File: config.mk
export PLATFORM = sky130hd
export DESIGN_NAME = light_monitor
export DESIGN_NICKNAME = d
export VERILOG_FILES = /design/src/rtl/lmon_pkg.sv /design/src/rtl/lmon_decode.sv /design/src/rtl/light_monitor.sv
export SDC_FILE = /design/constraint.sdc
export NUM_CORES = 1
export LEC_CHECK = 0
export ABC_CLOCK_PERIOD_IN_PS = 2100
export CELL_PAD_IN_SITES_DETAIL_PLACEMENT = 0
export CELL_PAD_IN_SITES_GLOBAL_PLACEMENT = 1
export CORE_UTILIZATION = 38
export CTS_BUF_LIST = sky130_fd_sc_hd__clkbuf_8
export CTS_CLUSTER_SIZE = 20
export DETAILED_ROUTE_END_ITERATION = 8
export PLACE_DENSITY = 0.9
export SETUP_SLACK_MARGIN = 0.05
export SYNTH_ARGS = -nofsm -noshare
export SYNTH_HDL_FRONTEND = slang
export SYNTH_SLANG_ARGS = --single-unit
File: constraint.sdc
create_clock -name clk -period 2.1 [get_ports clk]
set_clock_uncertainty 0.2 [all_clocks]
set_input_delay 0.315 -clock clk [delete_from_list [all_inputs] [get_ports clk]]
set_output_delay 0.315 -clock clk [all_outputs]
set_load 0.01 [all_outputs]
File: src/rtl/lmon_pkg.sv
// Shared types for the traffic-light monitor: light codes, phases, FSM states.
package lmon_pkg;

  typedef enum logic [1:0] {
    L_GREEN  = 2'b00,
    L_YELLOW = 2'b01,
    L_RED    = 2'b10
  } light_t;

  typedef enum logic [1:0] {
    PH_AG = 2'b00,
    PH_AY = 2'b01,
    PH_BG = 2'b10,
    PH_BY = 2'b11
  } phase_t;

  typedef enum logic [2:0] {
    S_SYNC = 3'd0,
    S_AG   = 3'd1,
    S_AY   = 3'd2,
    S_BG   = 3'd3,
    S_BY   = 3'd4
  } state_t;

  function automatic state_t to_state(phase_t p);
    unique case (p)
      PH_AG:   return S_AG;
      PH_AY:   return S_AY;
      PH_BG:   return S_BG;
      default: return S_BY;
    endcase
  endfunction

  function automatic phase_t to_phase(state_t s);
    unique case (s)
      S_AY:    return PH_AY;
      S_BG:    return PH_BG;
      S_BY:    return PH_BY;
      default: return PH_AG;
    endcase
  endfunction

  // Allowed successors of a locked state; yellow may never repeat.
  function automatic logic succ_ok(state_t s, phase_t p);
    unique case (s)
      S_AG:    return (p == PH_AG) || (p == PH_AY);
      S_AY:    return (p == PH_BG);
      S_BG:    return (p == PH_BG) || (p == PH_BY);
      S_BY:    return (p == PH_AG);
      default: return 1'b0;
    endcase
  endfunction

endpackage

File: src/rtl/lmon_decode.sv
// Maps the two street light codes onto a legal flag and a phase.
module lmon_decode
  import lmon_pkg::*;
(
  input  logic [1:0] la,
  input  logic [1:0] lb,
  output logic       legal,
  output phase_t     phase
);

  always_comb begin
    legal = 1'b1;
    phase = PH_AG;
    unique case (1'b1)
      (la == L_GREEN)  && (lb == L_RED):    phase = PH_AG;
      (la == L_YELLOW) && (lb == L_RED):    phase = PH_AY;
      (la == L_RED)    && (lb == L_GREEN):  phase = PH_BG;
      (la == L_RED)    && (lb == L_YELLOW): phase = PH_BY;
      default:                              legal = 1'b0;
    endcase
  end

endmodule

File: src/rtl/light_monitor.sv
// Tracks a two-street traffic light, checking phase order and dwell.
// Build with LMON_TIMEOUT_EN to add the green dwell timeout check.
module light_monitor
  import lmon_pkg::*;
#(
  parameter int CNT_W     = 8,
  parameter int MAX_GREEN = 16
) (
  input  logic             clk,
  input  logic             rst,
  input  logic [1:0]       La,
  input  logic [1:0]       Lb,
  input  logic             clr,
  output logic             valid,
  output logic [1:0]       phase,
  output logic [CNT_W-1:0] dwell,
  output logic [CNT_W-1:0] cycles,
  output logic             err_illegal,
  output logic             err_seq,
  output logic             err_timeout,
  output logic             err_any
);

  logic   dec_legal;
  phase_t dec_phase;

  lmon_decode u_decode (
    .la    (La),
    .lb    (Lb),
    .legal (dec_legal),
    .phase (dec_phase)
  );

  state_t           state_q, state_d;
  logic [CNT_W-1:0] dwell_q, dwell_d;
  logic [CNT_W-1:0] cycles_q, cycles_d;
  logic [CNT_W-1:0] dwell_inc;
  logic             err_ill_q, err_ill_d;
  logic             err_seq_q, err_seq_d;
  logic             new_ill, new_seq, hold_green;
  state_t           obs_state;

  assign obs_state = to_state(dec_phase);
  assign dwell_inc = (dwell_q == '1) ? dwell_q : dwell_q + CNT_W'(1);

  always_ff @(posedge clk or posedge rst) begin
    if (rst) begin
      state_q   <= S_SYNC;
      dwell_q   <= '0;
      cycles_q  <= '0;
      err_ill_q <= 1'b0;
      err_seq_q <= 1'b0;
    end else begin
      state_q   <= state_d;
      dwell_q   <= dwell_d;
      cycles_q  <= cycles_d;
      err_ill_q <= err_ill_d;
      err_seq_q <= err_seq_d;
    end
  end

  always_comb begin
    state_d    = state_q;
    dwell_d    = dwell_q;
    cycles_d   = cycles_q;
    new_ill    = 1'b0;
    new_seq    = 1'b0;
    hold_green = 1'b0;
    if (state_q == S_SYNC) begin
      dwell_d = '0;
      if (dec_legal) state_d = obs_state;
    end else if (!dec_legal) begin
      state_d = S_SYNC;
      dwell_d = '0;
      new_ill = 1'b1;
    end else if (succ_ok(state_q, dec_phase)) begin
      if (obs_state == state_q) begin
        dwell_d    = dwell_inc;
        hold_green = 1'b1;
      end else begin
        state_d = obs_state;
        dwell_d = '0;
        if (state_q == S_BY) cycles_d = cycles_q + CNT_W'(1);
      end
    end else begin
      // Out-of-order phase: flag it and trust what we now see.
      state_d = obs_state;
      dwell_d = '0;
      new_seq = 1'b1;
    end
    err_ill_d = (err_ill_q & ~clr) | new_ill;
    err_seq_d = (err_seq_q & ~clr) | new_seq;
  end

`ifdef LMON_TIMEOUT_EN
  localparam logic [CNT_W-1:0] TMO_LIM = CNT_W'(MAX_GREEN - 1);

  logic err_tmo_q, err_tmo_d, new_tmo;

  // Equality on the growing dwell fires once per green episode.
  assign new_tmo   = hold_green && (dwell_q == TMO_LIM);
  assign err_tmo_d = (err_tmo_q & ~clr) | new_tmo;

  always_ff @(posedge clk or posedge rst) begin
    if (rst) err_tmo_q <= 1'b0;
    else     err_tmo_q <= err_tmo_d;
  end

  assign err_timeout = err_tmo_q;
`else
  if (MAX_GREEN < 1) begin : g_max_green_unused
  end

  logic unused_hold;
  assign unused_hold = hold_green;
  assign err_timeout = 1'b0;
`endif

  always_comb begin
    valid       = (state_q != S_SYNC);
    phase       = to_phase(state_q);
    dwell       = dwell_q;
    cycles      = cycles_q;
    err_illegal = err_ill_q;
    err_seq     = err_seq_q;
    err_any     = err_ill_q | err_seq_q | err_timeout;
  end

endmodule

==> qor_table.md <==
| Item | This run |
| --- | --- |
| Unrepaired setup endpoints after global routing | true |
| Die outline height | 58.66 um |
| Number of placement rows | 20 |
| Maximum vdd ir drop | 0.0002101 V |
| Violated checks | negative setup slack |
| Post-synth EDFFs | 0 |
| Cell type contributing the most total cell area after synthesis | sky130_fd_sc_hd__dfrtp_1 |
| CP Cell Sequence | buf_6 -> or4bb_4 -> nand2_4 -> inv_4 -> ha_4 -> xor2_4 -> a211oi_4 -> buf_4 -> nor2_4 -> mux2_4 |
| Final Setup Violations | 16 |
| Fraction of final layout cells sized beyond drive strength 1 | 0.3693 |
| Worst Max-Slew Pin Slew | 1.163 ns |
| Number of global-route vias before repair | 1107 |
| Critical Path Sink Type | flip-flop |
| Final instance count without filler cells | 220 |
| Cts bufs inserted | 3 |
| Number of nets still failing antenna checks after routing | 0 |
| Count of distinct cell types in the synthesized netlist | 38 |
| Chip Width | 58.66 um |
| Period Utilization, post-route | 1.103 |
| Filler cell count | 236 |
| CTS root buffer | sky130_fd_sc_hd__clkbuf_8 |
| Per-instance average area after synthesis | 10.08 um2 |
| Max FO, Critical Path | 3 |
| Placed Cells incl. Taps | 207 |
| First-pass GRT wire length | 4.912 mm |
| Fin crit period | 2.317 ns |
| Floorplan Core Area | 3053 um2 |
| Gp weighted congestion | 0.8557 |
| Global-route total usage across every layer | 0.1903 |
| Normalized max-slew margin | 0.2188 |
| Top area cells in the synthesized netlist | sky130_fd_sc_hd__dfrtp_1 43%, sky130_fd_sc_hd__xor2_1 7.2%, sky130_fd_sc_hd__ha_1 5.1% |
| Post-synth top area share | 0.4308 |
| Pin count of the biggest net entering global routing | 22 |
| Number of hold violations in the final report | 0 |
| Startpoint type of the worst setup path | input pin |
| Placed wire-length estimate | 1.965 mm |
| Type of the setup path with the least slack | input pin to flip-flop |
| FFs w/ async S/R, synth | 1.000 |
| Run status | finished, violations left |
| Number of antenna cells inserted | 0 |
| Sum Neg Setup Slack | -1.974 ns |
| Critical-path top delay cell | sky130_fd_sc_hd__or4bb_4 |
| Via density | 5.155 |
| Overall via count from detail_route | 1134 |
| First drt pass iteration count | 4 |
| Required time at the worst-slack endpoint | 2.06 ns |
| CTS Sinks | 21 |
| Routed length per instance | 13.67 um |
| Clock transition at the register clock pins on the worst setup and hold paths after CTS | 0.08 ns |
| Net count of the finished layout | 189 |
| YS warnings | 0 |
| Final critical-path setup slack | -0.2169 ns |
| Final Max Slew Viols | 0 |
| GRT overflow | 0 |
| # DRC | 0 |
| Clock Path Buffers | 2 |
| Worst stage delay on the critical path | 0.55 ns |
| Primary flip-flop cell chosen by synthesis mapping | sky130_fd_sc_hd__dfrtp_1 |
| Gate count of the mapped netlist | 121 |
| Port buffer count | 28 |
| Static Leak | 0.8779 nW |
| Clock latency at the later pin of the worst-skew pair | 0.27 ns |
| Synthesized flop and latch total | 21 |
| DIE AREA | 3441 um2 |
| Cell area after technology mapping | 1220 um2 |
| Share of the yosys chip area belonging to registers | 0.4308 |
| Min-delay worst type | input pin to async pin |
| Clock tree from TritonCTS | built |
| Synth-to-layout area growth | 66.26% |
| Net count after synthesis | 133 |
| Starting density of the core | 0.3996 |
| H-tree depth reported by CTS | 1 |
| Maximum clock rate | 0.4316 GHz |
| Worst endpoint data arrival time | 2.27 ns |
| Max-capacitance violation count | 0 |
| Total length of routed wires | 3.008 mm |
| Count of boundary I/O pins | 30 |
| Cts hold-fix bufs | 0 |
| Number of DRC markers in iteration 0 | 78 |
| Pwr per Cell Area | 420.9 nW/um2 |
| Number of antenna violations at the first check in global routing | 0 |
==> sequential cells by signal, indices dropped and copies added, names as in the netlist <==
register / cells
cycles: 8
dwell: 8
state_q: 3
err_illegal: 1
err_seq: 1
==> cell usage after synthesis (all sizes together) (2+ instances only) <==
| cell | count |
|---|---|
| nor2 | 5 |
| nor3 | 8 |
| xor2 | 10 |
| nand2b | 2 |
| inv | 7 |
| ha | 5 |
| mux2i | 2 |
| or3b | 3 |
| nand3 | 5 |
| o21ai | 2 |
| xnor2 | 4 |
| buf | 2 |
| nand4 | 3 |
| nand3b | 3 |
| dfrtp | 21 |
| or4bb | 2 |
| nor4 | 4 |
| a211oi | 5 |
| and2 | 2 |
| nand2 | 6 |
| a21oi | 6 |
==> power by group <==
part	internal [W]	switching [W]	leakage (nW)	total (W)
clock network	0.000133	0.000140	0.0255	0.000273
registers	0.000411	0.00000759	0.287	0.000419
logic	0.0000856	0.0000764	0.565	0.000162
total	0.000629	0.000224	0.878	0.000854
==> layer usage <==
metal  wire length [um]  track usage  vias to the layer above
met3                127      0.03516                        6
li1                   -            -                      545
met2               1515       0.3071                       39
met5                  0            0                        -
met1               1307       0.2472                      544
met4                 57      0.09184                        0
==> worst max-delay path, delay by kind of cell <==
kind            cells  cell delay, ns
mux                 1            0.30
simple gates        3            0.70
compound gates      1            0.27
buf+inv             3            0.30
xor+xnor            1            0.16
fa+ha+maj           1            0.23
==> kinds of logic (layout without fill, tap and decap cells) <==
kind of cell	count (synthesis)	count (layout)	synth area share
AOI/OAI and AO/OA	19	19	0.1159
xor gates and xnor gates	14	14	0.1005
adders and majority gates	5	5	0.05128
buffers and inverters	10	65	0.03487
DFF	21	21	0.4308
muxes	3	3	0.02564
other	1	1	0.003074
and+or+nand+nor	48	48	0.2380
==> final cells by class <==
class	instances	area, um2	share of cell area
Multi-Input combinational cell	90	858.3	0.4232
Clock buffer	3	41.29	0.02036
Clock inverter	1	5.005	0.002468
Inverter	7	28.78	0.01419
Tap cell	44	55.05	0.02714
Sequential cell	21	528.0	0.2603
Timing Repair Buffer	54	511.7	0.2523
==> worst paths after layout <==
path,from,end,slack (ns),depth (start not counted)
min reg2reg,cycles[7]$_DFFE_PP0P_,cycles[7]$_DFFE_PP0P_,0.28,1
max reg2reg,dwell[0]$_DFFE_PP0P_,dwell[7]$_DFFE_PP0P_,0.07,5
min in group clk,Lb[0],state_q[0]$_DFFE_PP0P_,0.27,4
max in group asynchronous,rst,state_q[0]$_DFFE_PP0P_,1.29,3
min,rst,cycles[4]$_DFFE_PP0P_,0.17,3
max,Lb[0],cycles[1]$_DFFE_PP0P_,-0.22,10
==> stage by stage <==
stage / total power [W] / instance area (um2) / hold WS (ns) / setup slack (ns) / utilization
after CTS: 0.0008457 / 1929 / 0.1773 / -0.1897 / 0.6320
after floorplan: 0.0004924 / 1272 / 0.09153 / -0.3554 / -
after detailed placement: 0.0005558 / 1719 / 0.2600 / -0.8870 / 0.5631
final: 0.0008536 / 2028 / 0.1737 / -0.2169 / 0.6643
after global placement: 0.0005524 / 1719 / 0.2570 / -0.8249 / 0.5631
after global routing: 0.0008933 / 2028 / 0.1915 / -0.2638 / 0.6643
==> timing repair <==
| item | in CTS | in global routing |
|---|---|---|
| buffers inserted | 8 | 3 |
| endpoints found under the setup margin | 20 | 19 |
| gates resized for setup | 41 | 17 |
| pin swaps | 14 | 15 |
==> placed cells by master (no fill, tap or decap), drive strengths merged, types with 2 or more instances in the layout <==
cell type,instances
a211oi,5
a21oi,6
and2,2
buf,30
clkbuf,3
clkdlybuf4s50,22
dfrtp,21
dlymetal6s2s,2
ha,5
inv,7
mux2i,2
nand2,6
nand2b,2
nand3,5
nand3b,3
nand4,3
nor2,5
nor3,8
nor4,4
o21ai,2
or3b,3
or4bb,2
xnor2,4
xor2,10
No activity file was read; power rests on OpenSTA's default activity.
